<file path="src/rtl/mem_arb_pkg.sv">
// mem_arb_pkg: shared types and default widths for mem_arbiter and arb_pick
package mem_arb_pkg;
  localparam int AW_DEF = 32;
  localparam int DW_DEF = 32;
  typedef enum logic {IDLE, WAIT} state_t;
  typedef enum logic {OWN_IF, OWN_DM} owner_t;
endpackage

</file>
<file path="src/rtl/arb_pick.sv">
// arb_pick: combinational two-way winner select, one-hot {dm, if}.
// Round-robin against the last winner when MEM_ARB_RR_EN is defined, DM priority otherwise.
module arb_pick
  import mem_arb_pkg::*;
(
  input  logic       if_req_i,
  input  logic       dm_req_i,
  input  owner_t     last_i,
  output logic [1:0] win_o
);
  logic pick_dm;
`ifdef MEM_ARB_RR_EN
  assign pick_dm = dm_req_i && (!if_req_i || last_i == OWN_IF);
`else
  logic unused_last;
  assign unused_last = last_i;
  assign pick_dm = dm_req_i;
`endif
  assign win_o = {pick_dm, if_req_i && !pick_dm};
endmodule

</file>
<file path="src/rtl/mem_arbiter.sv">
// mem_arbiter: shares one single-port memory between fetch and data ports, one access outstanding.
// Define MEM_ARB_RR_EN for round-robin on simultaneous requests; default is fixed DM priority.
module mem_arbiter
  import mem_arb_pkg::*;
#(
  parameter int AW      = AW_DEF,
  parameter int DW      = DW_DEF,
  parameter int MEM_LAT = 1
) (
  input  logic            clk,
  input  logic            rst,
  input  logic            if_req_i,
  input  logic [AW-1:0]   if_addr_i,
  output logic            if_gnt_o,
  output logic            if_rvalid_o,
  output logic [DW-1:0]   if_rdata_o,
  input  logic            dm_req_i,
  input  logic            dm_we_i,
  input  logic [AW-1:0]   dm_addr_i,
  input  logic [DW-1:0]   dm_wdata_i,
  input  logic [DW/8-1:0] dm_be_i,
  output logic            dm_gnt_o,
  output logic            dm_rvalid_o,
  output logic [DW-1:0]   dm_rdata_o,
  output logic            mem_ce_o,
  output logic            mem_we_o,
  output logic [AW-1:0]   mem_addr_o,
  output logic [DW-1:0]   mem_wdata_o,
  output logic [DW/8-1:0] mem_be_o,
  input  logic [DW-1:0]   mem_rdata_i
);
  localparam int CW = $clog2(MEM_LAT + 1);
  state_t        state_q, state_d;
  owner_t        owner_q, owner_d, last_w;
  logic [CW-1:0] cnt_q, cnt_d;
  logic          wr_q, wr_d;
  logic          resp, gnt_ok, any_gnt;
  logic [1:0]    win;
`ifdef MEM_ARB_RR_EN
  owner_t last_q, last_d;
  assign last_w = last_q;
  assign last_d = any_gnt ? owner_d : last_q;
  always_ff @(posedge clk) begin
    if (!rst) last_q <= OWN_DM;
    else      last_q <= last_d;
  end
`else
  assign last_w = OWN_DM;
`endif
  // cnt_q reaching 1 marks the cycle the outstanding response returns
  assign resp   = rst && state_q == WAIT && cnt_q == CW'(1);
  assign gnt_ok = rst && (state_q == IDLE || resp);
  arb_pick u_pick (
    .if_req_i (if_req_i && gnt_ok),
    .dm_req_i (dm_req_i && gnt_ok),
    .last_i   (last_w),
    .win_o    (win)
  );
  assign any_gnt     = |win;
  assign if_gnt_o    = win[0];
  assign dm_gnt_o    = win[1];
  assign mem_ce_o    = any_gnt;
  assign mem_we_o    = win[1] && dm_we_i;
  assign mem_addr_o  = win[1] ? dm_addr_i : win[0] ? if_addr_i : '0;
  assign mem_wdata_o = win[1] ? dm_wdata_i : '0;
  assign mem_be_o    = win[1] ? dm_be_i : {(DW/8){win[0]}};
  assign if_rvalid_o = resp && owner_q == OWN_IF;
  assign dm_rvalid_o = resp && owner_q == OWN_DM;
  assign if_rdata_o  = (if_rvalid_o && !wr_q) ? mem_rdata_i : '0;
  assign dm_rdata_o  = (dm_rvalid_o && !wr_q) ? mem_rdata_i : '0;
  always_comb begin
    state_d = any_gnt ? WAIT : resp ? IDLE : state_q;
    cnt_d   = any_gnt ? CW'(MEM_LAT) : state_q == WAIT ? cnt_q - CW'(1) : cnt_q;
    owner_d = any_gnt ? (win[1] ? OWN_DM : OWN_IF) : owner_q;
    wr_d    = any_gnt ? mem_we_o : wr_q;
  end
  always_ff @(posedge clk) begin
    if (!rst) begin
      state_q <= IDLE;
      cnt_q   <= '0;
      owner_q <= OWN_IF;
      wr_q    <= 1'b0;
    end else begin
      state_q <= state_d;
      cnt_q   <= cnt_d;
      owner_q <= owner_d;
      wr_q    <= wr_d;
    end
  end
endmodule

</file>
<file path="config.mk">
export PLATFORM = sky130hd
export DESIGN_NAME = mem_arbiter
export DESIGN_NICKNAME = d
export VERILOG_FILES = /design/src/rtl/mem_arb_pkg.sv /design/src/rtl/arb_pick.sv /design/src/rtl/mem_arbiter.sv
export SDC_FILE = /design/constraint.sdc
export NUM_CORES = 1
export LEC_CHECK = 0
export CORE_AREA = 2 2 106 108
export DETAILED_ROUTE_END_ITERATION = 7
export DIE_AREA = 0 0 108 110
export GPL_TIMING_DRIVEN = 0
export HOLD_SLACK_MARGIN = 0.03
export PLACE_DENSITY_LB_ADDON = 0.05
export SETUP_SLACK_MARGIN = 0.3
export SLEW_MARGIN = 20
export SYNTH_ARGS = -nofsm -noshare
export SYNTH_HDL_FRONTEND = slang
export SYNTH_SLANG_ARGS = --single-unit
</file>
<file path="constraint.sdc">
create_clock -name clk -period 1.25 [get_ports clk]
set_input_delay 0.1875 -clock clk [delete_from_list [all_inputs] [get_ports clk]]
set_output_delay 0.1875 -clock clk [all_outputs]
set_load 0.05 [all_outputs]
</file>
==> results of run 1 <==
[synth_stat cells]
cell type and n:
a21o_1 4, a22o_1 32, a31o_1 2, a32o_1 1
and2_1 98, and3_4 1, and4b_1 1, buf_2 4
buf_4 3, buf_6 11, dfxtp_1 4, nand2_1 3
nand2_2 1, nand2b_1 1, nand2b_4 1, nor2_1 3
nor2b_1 1, nor3_4 2, o21a_1 1, o21ai_0 1
[state kept, by name (all words and copies together) (netlist names)]
| register | count |
|---|---|
| owner_q | 1 |
| state_q | 1 |
| wr_q | 1 |
| cnt_q | 1 |
[power by group]
group	switching [mW]	internal [mW]	total [mW]	leakage [nW]
Clock	0.0682	0.218	0.286	0.0228
Combinational	0.941	1.12	2.06	2.63
Sequential	0.0137	0.138	0.152	0.0345
Total	1.02	1.48	2.50	2.68
[per-layer routing]
layer | track usage (%) | up-vias | routed length [µm]
met1 | 11.9 | 1089 | 2640
met5 | 0 | - | 0
met2 | 29.6 | 152 | 5360
met3 | 5.41 | 8 | 1060
met4 | 1.74 | 0 | 97
li1 | - | 1215 | -
[final timing paths]
check	start	end	slack, ns
worst max-delay path	cnt_q	mem_addr_o[26]	-0.53
worst min register to register	owner_q	owner_q	0.49
worst min-delay path	rst	cnt_q	0.44
worst max register to register	cnt_q	owner_q	-0.14
[kinds of logic (layout without fill, tap and decap cells)]
kind of cell | after synthesis | count (layout) | share of synthesized area, %
flip-flops | 4 | 4 | 6.07
buffers and inverters | 18 | 327 | 12.6
AO/OA/AOI/OAI | 41 | 41 | 26.6
AND/OR/NAND/NOR | 112 | 112 | 54.7
[timing repair]
action,in CTS,in global routing
setup endpoints to repair,141,142
setup buffers,17,5
pin swaps,6,4
gates resized for setup,1073,31
cloned,5,4
hold buffers,0,0
[cell type report]
class,count,area [µm²],share of cell area (%)
Timing Repair Buffer,305,3660,61.8
Clock buffer,4,45.0,0.761
Tap cell,140,175,2.96
Multi-Input combinational cell,153,1660,28.0
Sequential cell,4,88.8,1.50
Buffer,18,295,4.99
[placed cells by master (no fill, tap or decap), types with 2 or more instances in the layout]
cell and instances:
a21o_4 4, a22o_2 2, a22o_4 30, and2_4 97, buf_12 9, buf_16 2
buf_4 13, buf_6 60, buf_8 99, clkbuf_16 4, clkbuf_8 3, clkdlybuf4s50_1 133
dfxtp_4 2, dlygate4sd2_1 2, nand2_1 2, nand2b_4 2, nor2_4 2, nor3_4 2
==> impl_metrics.env, run 1 <==
export IMPL_postLayoutCoreUtil_pct=55.4
export IMPL_place_ws_ns=-1.45
export IMPL_syn_mean_instance_area_um2=7.54
export IMPL_timing_final_ws_setup_ns=-0.527
export IMPL_finalWeightedCongestion=0.726
export IMPL_finalCritPeriodShare_pct=142
export IMPL_routed_wire_length_per_instance_um=14.7
export IMPL_max_cap_violations=0
export IMPL_grt_start_max_net_pins=11
export IMPL_family_with_the_most_delay_on_the_worst_path="buffers and inverters"
export IMPL_postSynthNetCount=312
export IMPL_initial_utilization_pct=12.3
export IMPL_detailroute_via_count=2464
export IMPL_htree_num_levels=1
export IMPL_critPathCaptureType="output port"
export IMPL_crit_type="reg2out"
export IMPL_cts_max_path_buffers=2
export IMPL_grt_residual_overflow=0
export IMPL_failed_checks="setup timing"
export IMPL_netlist_instances=175
export IMPL_netlist_top_cells_area="and2_1 46%, a22o_1 21%, buf_6 9.4%"
export IMPL_run_status="complete, but fails checks"
export IMPL_drt_iter0_markers=52
export IMPL_post_dp_hpwl_um=7580
export IMPL_slew_violations=0
export IMPL_finalSetupViolations=139
export IMPL_finalInstanceArea_um2=5920
export IMPL_rsz0062_at_grt="true"
export IMPL_maxSlewHeadroom_pct=81.9
export IMPL_clock_latency_ns=0.22
export IMPL_fillCellCount=936
export IMPL_yosysWarningCount=0
export IMPL_power_per_cell_area_nw_per_um2=422
export IMPL_p_leak_nw=2.68
export IMPL_worstSetupPathDepth=6
export IMPL_synth_cell_types=20
export IMPL_number_of_cells_after_detailed_placement=589
export IMPL_portion_of_the_post_synthesis_area_used_by_sequential_elements_pct=6.07
export IMPL_routed_wl_um=9160
export IMPL_antenna_found_initial=0
export IMPL_die_area_um2=11900
export IMPL_synth_seq_cells=4
export IMPL_final_cell_count_no_fill=624
export IMPL_fin_setup_tns_ns=-60.78
export IMPL_ff2ff_path_depth=6
export IMPL_crit_path_frequent_cell="buf_12"
export IMPL_timing_hold_worst_class="in2reg"
export IMPL_hold_depth=2
export IMPL_instance_area_at_placement_um2=4870
export IMPL_yosys_area_top_type="and2_1"
export IMPL_design_power_total_mw=2.50
export IMPL_post_synth_top_area_fraction_pct=46.5
export IMPL_core_area_um2=10700
export IMPL_wire_length_of_the_first_global_routing_pass_um=12800
export IMPL_hold_violations=0
export IMPL_worst_ep_required_time_ns=1.06
export IMPL_critical_path_arrival_ns=1.59
export IMPL_cp_max_fo=10
export IMPL_ctsRootBufferMaster="clkbuf_8"
export IMPL_vdd_drop_max_mv=0.287
export IMPL_post_layout_min_period_ns=1.78
export IMPL_critPathMaxStageDelay_ns=0.34
export IMPL_clk_pin_slew_ns=0.03
export IMPL_synth_area_um2=1320
export IMPL_startpoint_type="flip-flop"
export IMPL_clock_sinks=4
export IMPL_finalClockSkew_ns=0.00448
export IMPL_floorplan_die_width_um=108
export IMPL_drc=0
export IMPL_first_global_vias=2495
export IMPL_worstPathCellList="nand2b_4 > and3_4 > buf_12 > buf_12 > a22o_4 > buf_8"
export IMPL_fin_hold_ws_ns=0.445
export IMPL_grtUsageTotal_pct=13.7
export IMPL_core_rowCount=38
export IMPL_design_portCount=275
export IMPL_cpMaxStageDelayCell="dfxtp_4"
export IMPL_post_drt_via_cell_ratio=3.95
export IMPL_max_freq_mhz=563
export IMPL_drt_antenna_violating_nets=0
export IMPL_drt_first_pass_iters=3
export IMPL_synthToLayoutAreaGrowth_pct=349
export IMPL_worst_path_buffer_plus_inverter_count=3
export IMPL_drive_above_1_share_pct=69.6
export IMPL_total_of_buffers_placed_on_input_and_output_ports=274
export IMPL_numCtsBuffers=3
export IMPL_antenna_cells=0
export IMPL_cts_tree="yes"
export IMPL_die_height_um=110
export IMPL_nets=622
export IMPL_worstMarginPinSlew_ns=0.271
Power figures use the tool's default switching activity.
==> inputs of run 2 (changes only) <==
CAP_MARGIN = 30   (was not set)
CORE_AREA = 3 3 107 109   (was 2 2 106 108)
DIE_AREA = 0 0 110 112   (was 0 0 108 110)
==> impl_metrics.env, run 2 (synthesized netlist as in run 1, its figures left out) <==
export IMPL_fillCellCount=877
export IMPL_maxSlewHeadroom_pct=83.6
export IMPL_core_area_um2=10700
export IMPL_drive_above_1_share_pct=71.3
export IMPL_wire_length_of_the_first_global_routing_pass_um=14400
export IMPL_cp_max_fo=7
export IMPL_critPathCaptureType="output port"
export IMPL_grt_residual_overflow=0
export IMPL_finalCritPeriodShare_pct=147
export IMPL_clock_sinks=4
export IMPL_worstPathCellList="nand2b_4 > and3_4 > buf_12 > buf_8 > clkbuf_16 > a22o_4 > buf_6"
export IMPL_timing_hold_worst_class="in2reg"
export IMPL_total_of_buffers_placed_on_input_and_output_ports=274
export IMPL_rsz0062_at_grt="true"
export IMPL_failed_checks="setup timing"
export IMPL_timing_final_ws_setup_ns=-0.591
export IMPL_layout_cells_most_common="clkdlybuf4s50_1"
export IMPL_finalSetupViolations=139
export IMPL_routed_wl_um=10200
export IMPL_synthToLayoutAreaGrowth_pct=387
export IMPL_drc=0
export IMPL_power_per_cell_area_nw_per_um2=413
export IMPL_cts_max_path_buffers=2
export IMPL_post_dp_hpwl_um=7880
export IMPL_initial_utilization_pct=12.3
export IMPL_clk_pin_slew_ns=0.04
export IMPL_p_leak_nw=2.91
export IMPL_drt_first_pass_iters=4
export IMPL_htree_num_levels=1
export IMPL_fin_hold_ws_ns=0.445
export IMPL_detailroute_via_count=2622
export IMPL_hold_violations=0
export IMPL_max_cap_violations=0
export IMPL_grtUsageTotal_pct=14.8
export IMPL_nets=644
export IMPL_cts_tree="yes"
export IMPL_core_rowCount=38
export IMPL_family_with_the_most_delay_on_the_worst_path="buffers and inverters"
export IMPL_critPathMaxStageDelay_ns=0.32
export IMPL_vdd_drop_max_mv=0.253
export IMPL_first_global_vias=2710
export IMPL_post_drt_via_cell_ratio=4.06
export IMPL_design_portCount=275
export IMPL_finalWeightedCongestion=0.799
export IMPL_die_height_um=112
export IMPL_most_frequent_cells_in_the_layout="133 x clkdlybuf4s50_1, 130 x buf_8, 97 x and2_4, 50 x buf_6, 32 x a22o_4"
export IMPL_drt_antenna_violating_nets=0
export IMPL_cpMaxStageDelayCell="dfxtp_2"
export IMPL_worstMarginPinSlew_ns=0.246
export IMPL_antenna_cells=0
export IMPL_clock_latency_ns=0.22
export IMPL_design_power_total_mw=2.65
export IMPL_worst_ep_required_time_ns=1.06
export IMPL_routed_wire_length_per_instance_um=15.8
export IMPL_ctsRootBufferMaster="clkbuf_8"
export IMPL_run_status="complete, but fails checks"
export IMPL_numCtsBuffers=3
export IMPL_critical_path_arrival_ns=1.65
export IMPL_cts_hold_buffers_added=0
export IMPL_worst_path_buffer_plus_inverter_count=4
export IMPL_antenna_found_initial=0
export IMPL_grt_start_max_net_pins=11
export IMPL_crit_type="reg2out"
export IMPL_drt_iter0_markers=36
export IMPL_finalClockSkew_ns=0.00856
export IMPL_startpoint_type="flip-flop"
export IMPL_floorplan_die_width_um=110
export IMPL_place_ws_ns=-1.46
export IMPL_slew_violations=0
export IMPL_die_area_um2=12300
export IMPL_max_freq_mhz=543
export IMPL_post_layout_min_period_ns=1.84
[run 2: power by group]
group,switching (mW),total [mW],internal (mW)
sequential,0.0154,0.155,0.139
clock,0.0722,0.290,0.218
combinational,0.980,2.21,1.23
[run 2: stage by stage]
| stage | util [%] | instance area (µm²) | setup TNS [ns] | cells |
|---|---|---|---|---|
| floorplan | - | 1950 | -11.13 | 175 |
| global placement | 45.5 | 4870 | -185.28 | 589 |
| detailed placement | 45.5 | 4870 | -187.05 | 589 |
| CTS | 55.7 | 5950 | -67.42 | 630 |
| global route | 60.1 | 6430 | -76.83 | 646 |
| finish | 60.1 | 6430 | -67.07 | 646 |
[run 2: final timing paths]
kind | cells after the start | start | slack (ns) | to
setup reg to reg | 7 | cnt_q | -0.17 | owner_q
hold / removal | 2 | rst | 0.45 | cnt_q
setup / recovery | 7 | cnt_q | -0.59 | mem_addr_o[12]
hold reg to reg | 1 | owner_q | 0.52 | owner_q
[run 2: cell type report]
class	count	area (µm²)	area share [%]
well taps	140	175	2.73
plain buffers	18	304	4.73
repair buffers	327	4130	64.3
flip-flops and latches	4	86.3	1.34
clock buffers	4	45.0	0.701
multi-input cells	153	1680	26.2
[run 2: layer usage]
layer	global-route usage, %	vias up	share of wire [%]
li1	-	1267	-
met1	12.8	1174	28
met2	30.5	163	57
met3	5.04	18	12
met4	3.91	0	3.0
met5	0	-	0
[run 2: what timing repair did]
item                                     CTS  global route
endpoints found under the setup margin   142           140
hold endpoints to repair                   0             0
setup buffers                             31             8
pin swaps                                  2            16
gates resized for setup                 1113            58
gates cloned                               6             8
